`src/rtl/vcpu32_pkg.sv`:
```
// Shared vcpu32 definitions: word width, register-file port limits and the scan FSM state encoding.
`ifndef WORD_LENGTH
`define WORD_LENGTH 32
`endif

package vcpu32_pkg;

    localparam int WORD_W = `WORD_LENGTH;
    localparam int WORD_MSB = WORD_W - 1;

    localparam int MIN_RD_PORTS = 1;
    localparam int MAX_RD_PORTS = 4;
    localparam int MIN_WR_PORTS = 1;
    localparam int MAX_WR_PORTS = 2;

    typedef enum logic [2:0] {
        IDLE,
        LOAD,
        SHIFT,
        STORE,
        DONE
    } scan_state_t;

endpackage

```
`src/rtl/register_file_scan_if.sv`:
```
// Bus bundle for register_file_scan: packed read/write ports plus the serial scan port.
interface register_file_scan_if #(
    parameter int AW     = 4,
    parameter int WIDTH  = vcpu32_pkg::WORD_W,
    parameter int NUM_RD = 3,
    parameter int NUM_WR = 2
);
    logic [NUM_RD*AW-1:0]    rdAddr;
    logic [NUM_RD*WIDTH-1:0] rdData;
    logic [NUM_WR-1:0]       wrEn;
    logic [NUM_WR*AW-1:0]    wrAddr;
    logic [NUM_WR*WIDTH-1:0] wrData;
    logic                    scanStart;
    logic                    scanWrite;
    logic                    sEnable;
    logic                    sIn;
    logic                    sOut;
    logic                    scanBusy;
    logic                    scanDone;
    vcpu32_pkg::scan_state_t scanState;

    // Scan handshake: scanStart is a one-cycle request accepted only while scanBusy=0;
    // once accepted, scanBusy stays high until the cycle after the one-cycle scanDone
    // pulse, and each sEnable=1 cycle in SHIFT consumes sIn and advances sOut by one bit.
    modport master (
        output rdAddr, wrEn, wrAddr, wrData, scanStart, scanWrite, sEnable, sIn,
        input  rdData, sOut, scanBusy, scanDone, scanState
    );

    modport slave (
        input  rdAddr, wrEn, wrAddr, wrData, scanStart, scanWrite, sEnable, sIn,
        output rdData, sOut, scanBusy, scanDone, scanState
    );
endinterface

```
`src/rtl/regfile_scan_ctrl.sv`:
```
// Serial scan engine: walks every register, shifts it out LSB first and optionally writes back sIn data.
module regfile_scan_ctrl
    import vcpu32_pkg::*;
#(
    parameter int  SIZE  = 16,
    parameter int  WIDTH = WORD_W,
    localparam int AW    = $clog2(SIZE)
) (
    input  logic              clk,
    input  logic              rst,
    input  logic              scanStart,
    input  logic              scanWrite,
    input  logic              sEnable,
    input  logic              sIn,
    input  logic [WIDTH-1:0]  rdData,
    output logic [AW-1:0]     scanAdr,
    output logic              wrEn,
    output logic [WIDTH-1:0]  wrData,
    output logic              sOut,
    output logic              scanBusy,
    output logic              scanDone,
    output scan_state_t       state
);
    localparam int CW = $clog2(WIDTH) + 1;

    scan_state_t     state_q, state_d;
    logic [WIDTH-1:0] sh_reg;
    logic [CW-1:0]    shift_cnt;
    logic             wr_latched;
    logic             last_bit;
    logic             last_adr;

    assign last_bit = (shift_cnt == CW'(WIDTH - 1));
    assign last_adr = (scanAdr == AW'(SIZE - 1));

    always_ff @(posedge clk or negedge rst) begin
        if (!rst) state_q <= IDLE;
        else      state_q <= state_d;
    end

    always_comb begin
        state_d  = state_q;
        scanBusy = (state_q != IDLE);
        scanDone = 1'b0;
        sOut     = 1'b0;
        wrEn     = 1'b0;
        case (state_q)
            IDLE:  if (scanStart) state_d = LOAD;
            LOAD:  state_d = SHIFT;
            SHIFT: begin
                sOut = sh_reg[0];
                if (sEnable && last_bit) state_d = STORE;
            end
            // r0 is hard-wired zero, so scan write-back skips it
            STORE: begin
                wrEn    = wr_latched && (scanAdr != '0);
                state_d = last_adr ? DONE : LOAD;
            end
            DONE: begin
                scanDone = 1'b1;
                state_d  = IDLE;
            end
            default: state_d = IDLE;
        endcase
    end

    always_ff @(posedge clk or negedge rst) begin
        if (!rst) begin
            sh_reg     <= '0;
            shift_cnt  <= '0;
            scanAdr    <= '0;
            wr_latched <= 1'b0;
        end else begin
            case (state_q)
                IDLE: if (scanStart) begin
                    scanAdr    <= '0;
                    wr_latched <= scanWrite;
                end
                LOAD: begin
                    sh_reg    <= rdData;
                    shift_cnt <= '0;
                end
                SHIFT: if (sEnable) begin
                    sh_reg    <= {sIn, sh_reg[WIDTH-1:1]};
                    shift_cnt <= shift_cnt + 1'b1;
                end
                STORE: if (!last_adr) scanAdr <= scanAdr + 1'b1;
                default: ;
            endcase
        end
    end

    assign wrData = sh_reg;
    assign state  = state_q;

endmodule

```
`src/rtl/register_file_scan.sv`:
```
// Multi-port register file with zero r0, write-to-read bypass and a serial scan chain over all registers.
module register_file_scan
    import vcpu32_pkg::*;
#(
    parameter int SIZE   = 16,
    parameter int WIDTH  = WORD_W,
    parameter int NUM_RD = 3,
    parameter int NUM_WR = 2,
    parameter int BYPASS = 1
) (
    input  logic clk,
    input  logic rst,
    register_file_scan_if.slave bus
);
    localparam int AW = $clog2(SIZE);

    logic [WIDTH-1:0]        regs    [SIZE];
    logic [AW-1:0]           ra      [NUM_RD];
    logic [WIDTH-1:0]        rd_word [NUM_RD];
    logic [AW-1:0]           wa      [NUM_WR];
    logic [WIDTH-1:0]        wd      [NUM_WR];
    logic [NUM_WR-1:0]       fwe;
    logic [NUM_RD*WIDTH-1:0] rd_flat;

    logic             scan_busy;
    logic             scan_we;
    logic [AW-1:0]    scan_adr;
    logic [WIDTH-1:0] scan_wdata;
    logic [WIDTH-1:0] scan_rdata;

    for (genvar k = 0; k < NUM_RD; k++) begin : g_rd
        assign ra[k] = bus.rdAddr[k*AW +: AW];
    end

    // Functional writes stall while the scan engine owns the file
    for (genvar j = 0; j < NUM_WR; j++) begin : g_wr
        assign wa[j]  = bus.wrAddr[j*AW +: AW];
        assign wd[j]  = bus.wrData[j*WIDTH +: WIDTH];
        assign fwe[j] = bus.wrEn[j] && !scan_busy && (wa[j] != '0);
    end

    // Ports are applied highest-first so port 0 lands last and wins a conflict
    always_ff @(posedge clk or negedge rst) begin
        if (!rst) begin
            for (int i = 0; i < SIZE; i++) regs[i] <= '0;
        end else begin
            for (int i = 1; i < SIZE; i++) begin
                for (int j = NUM_WR - 1; j >= 0; j--) begin
                    if (fwe[j] && (wa[j] == AW'(i))) regs[i] <= wd[j];
                end
            end
            if (scan_we) regs[scan_adr] <= scan_wdata;
        end
    end

    always_comb begin
        rd_flat = '0;
        for (int k = 0; k < NUM_RD; k++) begin
            rd_word[k] = (ra[k] == '0) ? '0 : regs[ra[k]];
            if (BYPASS != 0) begin
                for (int j = NUM_WR - 1; j >= 0; j--) begin
                    if (fwe[j] && (wa[j] == ra[k])) rd_word[k] = wd[j];
                end
            end
            rd_flat[k*WIDTH +: WIDTH] = rd_word[k];
        end
    end

    assign bus.rdData   = rd_flat;
    assign bus.scanBusy = scan_busy;
    assign scan_rdata   = regs[scan_adr];

    regfile_scan_ctrl #(
        .SIZE  (SIZE),
        .WIDTH (WIDTH)
    ) u_scan_ctrl (
        .clk       (clk),
        .rst       (rst),
        .scanStart (bus.scanStart),
        .scanWrite (bus.scanWrite),
        .sEnable   (bus.sEnable),
        .sIn       (bus.sIn),
        .rdData    (scan_rdata),
        .scanAdr   (scan_adr),
        .wrEn      (scan_we),
        .wrData    (scan_wdata),
        .sOut      (bus.sOut),
        .scanBusy  (scan_busy),
        .scanDone  (bus.scanDone),
        .state     (bus.scanState)
    );

endmodule

```
`src/flat_wrapper.sv`:
```
// flat-port wrapper written by rule: the top's interface ports become plain ports
module register_file_scan_flat import vcpu32_pkg::*;
#(
    parameter int SIZE   = 16,
    parameter int WIDTH  = WORD_W,
    parameter int NUM_RD = 3,
    parameter int NUM_WR = 2,
    parameter int BYPASS = 1
)
  (clk, rst, bus_rdAddr, bus_wrEn, bus_wrAddr, bus_wrData, bus_scanStart, bus_scanWrite, bus_sEnable, bus_sIn, bus_rdData, bus_sOut, bus_scanBusy, bus_scanDone, bus_scanState);
  register_file_scan_if #(.WIDTH(WIDTH), .NUM_RD(NUM_RD), .NUM_WR(NUM_WR)) bus_i ();
  input  logic clk;
  input  logic rst;
  input wire logic [$bits(bus_i.rdAddr)-1:0] bus_rdAddr;
  input wire logic [$bits(bus_i.wrEn)-1:0] bus_wrEn;
  input wire logic [$bits(bus_i.wrAddr)-1:0] bus_wrAddr;
  input wire logic [$bits(bus_i.wrData)-1:0] bus_wrData;
  input wire logic [$bits(bus_i.scanStart)-1:0] bus_scanStart;
  input wire logic [$bits(bus_i.scanWrite)-1:0] bus_scanWrite;
  input wire logic [$bits(bus_i.sEnable)-1:0] bus_sEnable;
  input wire logic [$bits(bus_i.sIn)-1:0] bus_sIn;
  output wire logic [$bits(bus_i.rdData)-1:0] bus_rdData;
  output wire logic [$bits(bus_i.sOut)-1:0] bus_sOut;
  output wire logic [$bits(bus_i.scanBusy)-1:0] bus_scanBusy;
  output wire logic [$bits(bus_i.scanDone)-1:0] bus_scanDone;
  output wire logic [$bits(bus_i.scanState)-1:0] bus_scanState;
  assign bus_i.rdAddr = bus_rdAddr;
  assign bus_i.wrEn = bus_wrEn;
  assign bus_i.wrAddr = bus_wrAddr;
  assign bus_i.wrData = bus_wrData;
  assign bus_i.scanStart = bus_scanStart;
  assign bus_i.scanWrite = bus_scanWrite;
  assign bus_i.sEnable = bus_sEnable;
  assign bus_i.sIn = bus_sIn;
  assign bus_rdData = bus_i.rdData;
  assign bus_sOut = bus_i.sOut;
  assign bus_scanBusy = bus_i.scanBusy;
  assign bus_scanDone = bus_i.scanDone;
  assign bus_scanState = bus_i.scanState;
  register_file_scan #(.SIZE(SIZE), .WIDTH(WIDTH), .NUM_RD(NUM_RD), .NUM_WR(NUM_WR), .BYPASS(BYPASS)) u_core (.clk(clk), .rst(rst), .bus(bus_i));
endmodule
```
`config.mk`:
```
export PLATFORM = sky130hd
export DESIGN_NAME = register_file_scan_flat
export DESIGN_NICKNAME = d
export VERILOG_FILES = /design/src/rtl/vcpu32_pkg.sv /design/src/rtl/register_file_scan_if.sv /design/src/rtl/regfile_scan_ctrl.sv /design/src/rtl/register_file_scan.sv /design/src/flat_wrapper.sv
export SDC_FILE = /design/constraint.sdc
export NUM_CORES = 2
export LEC_CHECK = 0
export CELL_PAD_IN_SITES_DETAIL_PLACEMENT = 0
export CELL_PAD_IN_SITES_GLOBAL_PLACEMENT = 2
export CORE_MARGIN = 4
export CORE_UTILIZATION = 43
export CTS_CLUSTER_DIAMETER = 40
export CTS_CLUSTER_SIZE = 30
export DETAILED_ROUTE_END_ITERATION = 12
export DONT_BUFFER_PORTS = 1
export GPL_ROUTABILITY_DRIVEN = 0
export PLACE_DENSITY_LB_ADDON = 0.1
export REMOVE_ABC_BUFFERS = 1
export SYNTH_ARGS = -nofsm -noshare
export SYNTH_HDL_FRONTEND = slang
export SYNTH_SLANG_ARGS = --single-unit
export TNS_END_PERCENT = 5
```
`constraint.sdc`:
```
create_clock -name clk -period 3.37 [get_ports clk]
set_input_delay 0.5055 -clock clk [delete_from_list [all_inputs] [get_ports clk]]
set_output_delay 0.5055 -clock clk [all_outputs]
set_load 0.05 [all_outputs]
```
-- Word level (Yosys, flattened, before mapping)
Index checks and enable logic that the tools add are counted.
W data, S select, Z words.
- add/subtract/negate cells: 2
- magnitude comparators: 5
- equal/unequal tests: 46
- mux-type cells: 69
- bitwise gates (word level): 4
- reduce and logical (&&, ||, !) cells: 58
- operators with widths (operator ; count):
    $mux W32 ; 49
    $bmux W32 S4 ; 4
    $bwmux W512 ; 1
    $mux W480 ; 1
    $demux W32 S4 ; 1
    $eq A4 B4 Y1 const B ; 17
    $pmux W32 S2 ; 1
    $logic_and A1 B1 Y1 ; 43
    $eq A4 B3 Y1 const B ; 8
    $eq A4 B4 Y1 ; 6
    $ge A5 B5 Y1 const B ; 4
    $not A4 Y5 ; 4
    $eq A4 B2 Y1 const B ; 4
    $logic_not A4 Y1 ; 3
    $pmux W3 S4 ; 1
    $pmux W6 S2 ; 1
    $reduce_bool A4 Y1 ; 3
    $mux W3 ; 3
    $eq A4 B1 Y1 const B ; 2
    $mux W4 ; 2
    $ne A2 B2 Y1 const B ; 4
    $pmux W4 S2 ; 1
    $add A6 B1 Y6 const B ; 1
    $eq A3 B2 Y1 const B ; 2
    other kinds (13) ; 18
- flip-flop bits (word level): 558
- input bits: 92
- output and inout port bits: 102
- logic and storage cells: 205

-- Logic depth before layout (Yosys ltp)
- depth after elaboration: 9
- gate-level depth with buffers: 12
- gate-level depth less buffers: 6

-- Modules after synthesis
Synthesis repeated with hierarchy kept, for this count alone.
- cells, all modules: 4641
- area total of the unflattened synthesis: 48634.1 um^2
- modules (own cells, without submodules) (module ; times used ; cells an instance ; area an instance (um^2)):
    register_file_scan ; 1 ; 4457 ; 46251.9
    regfile_scan_ctrl ; 1 ; 184 ; 2382.3

-- Least setup slack after synthesis
OpenSTA, ideal clock, no wires.
- path kind: input -> output
- from: in bus_rdAddr[8]
- to: out bus_rdData[65]
- arrival: 2.564 ns
- slack: 0.300 ns
- cell stages on the path: 7
- path buffers: 3
- cells stage by stage: clkbuf_1 buf_2 buf_2 mux4_2 a221oi_1 nor3_1 a221o_1
- cells in the longest elaborated chain, start to end: 7
- ends and longest elaborated chain (what ; line ; text):
    start, declared ; flat_wrapper.sv:14 ; input wire logic [$bits(bus_i.rdAddr)-1:0] bus_rdAddr;
    $not A4 Y5 (implied by the code) ; register_file_scan.sv:59 ; rd_word[k] = (ra[k] == '0) ? '0 : regs[ra[k]];
    $bmux W32 S4 ; register_file_scan.sv:59 ;
    $mux W32 (implied by the code) (2 in a row) ; register_file_scan.sv:59 ;
    $mux W32 ; register_file_scan.sv:59 ;
    $mux W32 ; register_file_scan.sv:62 ; if (fwe[j] && (wa[j] == ra[k])) rd_word[k] = wd[j];
    $mux W32 (*) ; register_file_scan.sv:62 ;
    end, declared ; flat_wrapper.sv:22 ; output wire logic [$bits(bus_i.rdData)-1:0] bus_rdData;
Every way passes the cells marked *; elsewhere a longest branch is shown, timed or not. The select of a mux whose other input is x is not followed.

-- Final worst setup path
- from: reg u_core.u_scan_ctrl.state_q[2], in the netlist u_core.u_scan_ctrl.state[2]
- to: out bus_rdData[59]
- cells in the longest elaborated chain, start to end: 7
- ends and longest elaborated chain (what ; line ; text):
    start, declared ; regfile_scan_ctrl.sv:26 ; scan_state_t state_q, state_d;
    start signal, assigned ; regfile_scan_ctrl.sv:38 ; else state_q <= state_d;
    $reduce_bool A3 Y1 (*) ; regfile_scan_ctrl.sv:43 ; scanBusy = (state_q != IDLE);
    $logic_not A1 Y1 (*) ; register_file_scan.sv:39 ; assign fwe[j] = bus.wrEn[j] && !scan_busy && (wa[j] != '0);
    $logic_and A1 B1 Y1 (2 in a row) ; register_file_scan.sv:39 ;
    $logic_and A1 B1 Y1 ; register_file_scan.sv:62 ;
    $mux W32 ; register_file_scan.sv:62 ;
    $mux W32 (*) ; register_file_scan.sv:62 ;
Every way passes the cells marked *; elsewhere a longest branch is shown, timed or not.

==> impl_metrics.py <==
metrics = {
    "yosys": {
        "synth_edf_count": 0,
        "synth-compound-area-share": 0.197,
        "yosys.area_share.simple": 0.109,
        "ys_dominant_reg_cell": "dfrtp_1",
        "synthCells": 4654,
        "synth_top_family_by_area": "multiplexers",
        "async_flop_share": 1.00,
        "synthXorXnorAreaFrac": 0.00555,
        "ys_warn_count": 0,
        "ys_seq_elements": 558,
        "avgSynthCellArea_sq_um": 9.83,
        "synth_area_sq_mm": 0.0458,
        "synth_mux_area_frac": 0.321,
        "synthAdderAreaFrac": 0.00137,
        "ys_seq_area_frac": 0.305,
        "ys_types": 48,
    },
    "sta": {
        "min_period_ps": 3530,
        "finalSetupViolCount": 101,
        "relSlewSlack": -0.986,
        "min_period_over_period": 1.05,
        "fmax_mhz": 283,
        "rsz0062_at_grt": "yes",
        "finalClockSkew_ps": 28.5,
        "timing.hold.ws_ps": -545,
        "setup_slack_ps": -163,
        "hold_viol": 130,
        "slew_violations": 479,
        "tightest_slew_ps": 2980,
    },
    "power_and_ir_drop": {
        "p_sw_mw": 18.5,
        "p_int_mw": 29.0,
        "clkPwrFrac": 0.292,
        "p_comb_frac": 0.413,
        "power_density_mw_per_mm2": 852,
        "p_leak_nw": 21.2,
        "power.share.sequential": 0.294,
        "switching_share": 0.389,
        "p_total_mw": 47.6,
        "peakVddDrop_uv": 524,
    },
    "cts": {
        "clkSlewWorstSetupHoldPaths_ps": 50,
        "cts_tree": "built",
        "hold_buffers": 86,
        "h-tree-depth": 4,
        "clkSinkCount": 558,
        "cts_buffers": 139,
        "clock-root-buffer": "clkbuf_16",
        "clkLatencyLatePin_ps": 760,
        "clockBufferDepth": 3,
    },
    "placement": {
        "placed_cells": 5665,
        "io_buffers": 0,
        "hpwl_um": 135000,
        "dpl_cell_area_sq_mm": 0.0492,
        "place_ws_ps": -23.3,
    },
    "route": {
        "wirelength_um": 265000,
        "drc": 0,
        "detail_route.iter0.violations": 8447,
        "first_pass_iters": 8,
        "wl_per_cell_um": 43.9,
        "ant_nets": 0,
        "vias": 47300,
        "vias_per_cell": 7.83,
    },
    "worst_hold_path": {
        "hp-class": "in2async",
    },
    "floorplan": {
        "design.core.area_sq_mm": 0.105,
        "die_w_um": 334,
        "start_util": 0.434,
        "die-area_sq_mm": 0.112,
        "io-pin-count": 194,
        "rows": 119,
        "dieHeight_um": 334,
    },
    "setup_path": {
        "crit_top_cell": "buf_12",
        "worstPathRequired_ps": 2860,
        "crit_type": "reg2out",
        "cp_slowest_cell": "dfrtp_2",
        "arrival_ps": 3030,
        "endpoint_kind": "primary output",
        "slowest_delay_ps": 430,
        "cp_cell_sequence": "nor4b_4 -> o41ai_2 -> nor2_4 -> buf_12 -> buf_16 -> nor3_2 -> a221o_1 -> buf_12",
        "crit_path_start_kind": "register",
        "critical_path.max_fanout": 8,
    },
    "final_layout": {
        "mostFrequentLayoutCells": "739 x nand2_1, 554 x dfrtp_1, 502 x mux4_2, 332 x o21ai_0, 264 x o22ai_1",
        "drive_gt1_frac": 0.300,
        "areaGrowthSynthToFinish_pct": 22.0,
        "layout.nets": 4634,
        "fin_area_sq_mm": 0.0558,
        "final_common_cell": "nand2_1",
        "final_cell_count_no_fill": 6041,
    },
    "outcome": {
        "violations": "negative hold slack, max-slew violations, negative setup slack",
        "status": "finished with violations",
    },
    "run": {
        "cap_violations": 0,
    },
    "global_routing": {
        "grt_pass1_vias": 44500,
        "grt_max_degree": 559,
        "antenna_found_initial": 12,
        "grt_use_total": 0.464,
        "globalRouteOverflowTotal": 0,
        "grt_pass1_wl_um": 362000,
    },
}
## layer usage
| metal | track usage | up-vias | routed length (um) |
|---|---|---|---|
| met1 | 0.599 | 23500 | 94800 |
| met4 | 0.276 | 15 | 18700 |
| met2 | 0.612 | 4869 | 105000 |
| li1 | - | 17800 | - |
| met3 | 0.241 | 1093 | 46500 |
| met5 | 0.0311 | - | 562 |
## registers in the layout (all words and copies together), names as in the netlist
signal                         count
u_core.regs                      512
u_core.u_scan_ctrl.scanAdr         4
u_core.u_scan_ctrl.shift_cnt       6
u_core.u_scan_ctrl.state           3
u_core.u_scan_ctrl.wrData         32
u_core.u_scan_ctrl.wr_latched      1
## synth_stat cells, drive strengths merged, types with 40 or more instances
cell | n | share of area
a21oi | 96 | 0.010
a221o | 96 | 0.021
a221oi | 100 | 0.019
a22o | 104 | 0.020
a22oi | 40 | 0.0066
a31oi | 256 | 0.035
and2 | 47 | 0.0064
buf | 194 | 0.021
clkbuf | 481 | 0.039
dfrtp | 558 | 0.31
mux2 | 201 | 0.049
mux2i | 110 | 0.024
mux4 | 502 | 0.25
nand2 | 755 | 0.062
nor2 | 189 | 0.016
nor3 | 107 | 0.012
o21ai | 379 | 0.041
o22ai | 264 | 0.036
## what timing repair did
action | in CTS | in global routing
pin swaps | 13 | 4
setup buffers | 24 | 2
endpoints found under the setup margin | 96 | 106
endpoints found under the hold margin | 1003 | 558
cloned | 12 | 0
gates resized for setup | 71 | 10
## area by class of cell
class                   count  area [sq um]
fillers                  9268         49600
repair buffers            414          5460
diodes                     10          25.0
inverters                   7          26.3
multi-input cells        3417         29900
clock buffers             182          4020
well taps                1391          1740
flip-flops and latches    558         14000
clock inverters            62           721
## through the flow
step | util | TNS, ps
3_3_place_gp | 0.467 | -199
3_5_place_dp | 0.467 | -65.5
2_1_floorplan | - | -2200880
6_report | 0.530 | -9210
5_1_grt | 0.530 | -13170
4_1_cts | 0.529 | -3690
## path summary, 6_finish.rpt
| check | startpoint | endpoint | slack, ps | cells past startpoint |
|---|---|---|---|---|
| setup / recovery | u_core.u_scan_ctrl.state[2]$_DFFE_PN0P_ | bus_rdData[59] | -160 | 8 |
| hold / removal | rst | u_core.regs[508]$_DFFE_PN0P_ | -540 | 0 |
| setup reg to reg | u_core.u_scan_ctrl.state[1]$_DFFE_PN0P_ | u_core.regs[408]$_DFF_PN0_ | -60 | 9 |
| hold reg to reg | u_core.regs[495]$_DFFE_PN0P_ | u_core.regs[495]$_DFFE_PN0P_ | 430 | 0 |
| max in group asynchronous | rst | u_core.regs[187]$_DFF_PN0_ | 1560 | 0 |
| min in group clk | bus_wrData[26] | u_core.regs[122]$_DFF_PN0_ | 30 | 2 |
## power by group through the flow
stage	Clock (mW)	Sequential (mW)	Combinational, mW
3_5_place_dp	0	13.7	18.6
2_1_floorplan	0	12.2	12.5
3_3_place_gp	0	13.5	18.5
4_1_cts	13.9	13.6	19.2
6_report	13.9	14.0	19.7
5_1_grt	14.3	14.2	20.5
## kinds of logic after synthesis
group	Yosys count
multiplexers	813
AND/OR/NAND/NOR	1189
flip-flops	558
XOR/XNOR	29
adder cells (fa/ha/maj)	5
buffers and inverters	682
AO/OA/AOI/OAI	1378
## worst max-delay path: cells and delay by family, from the launching register on
family,cells,cell delay (ps)
buffers and inverters,3,610
flip-flops,1,430
AO/OA/AOI/OAI,2,550
AND/OR/NAND/NOR,3,680
Note: power is estimated with default switching activity, not from simulation.
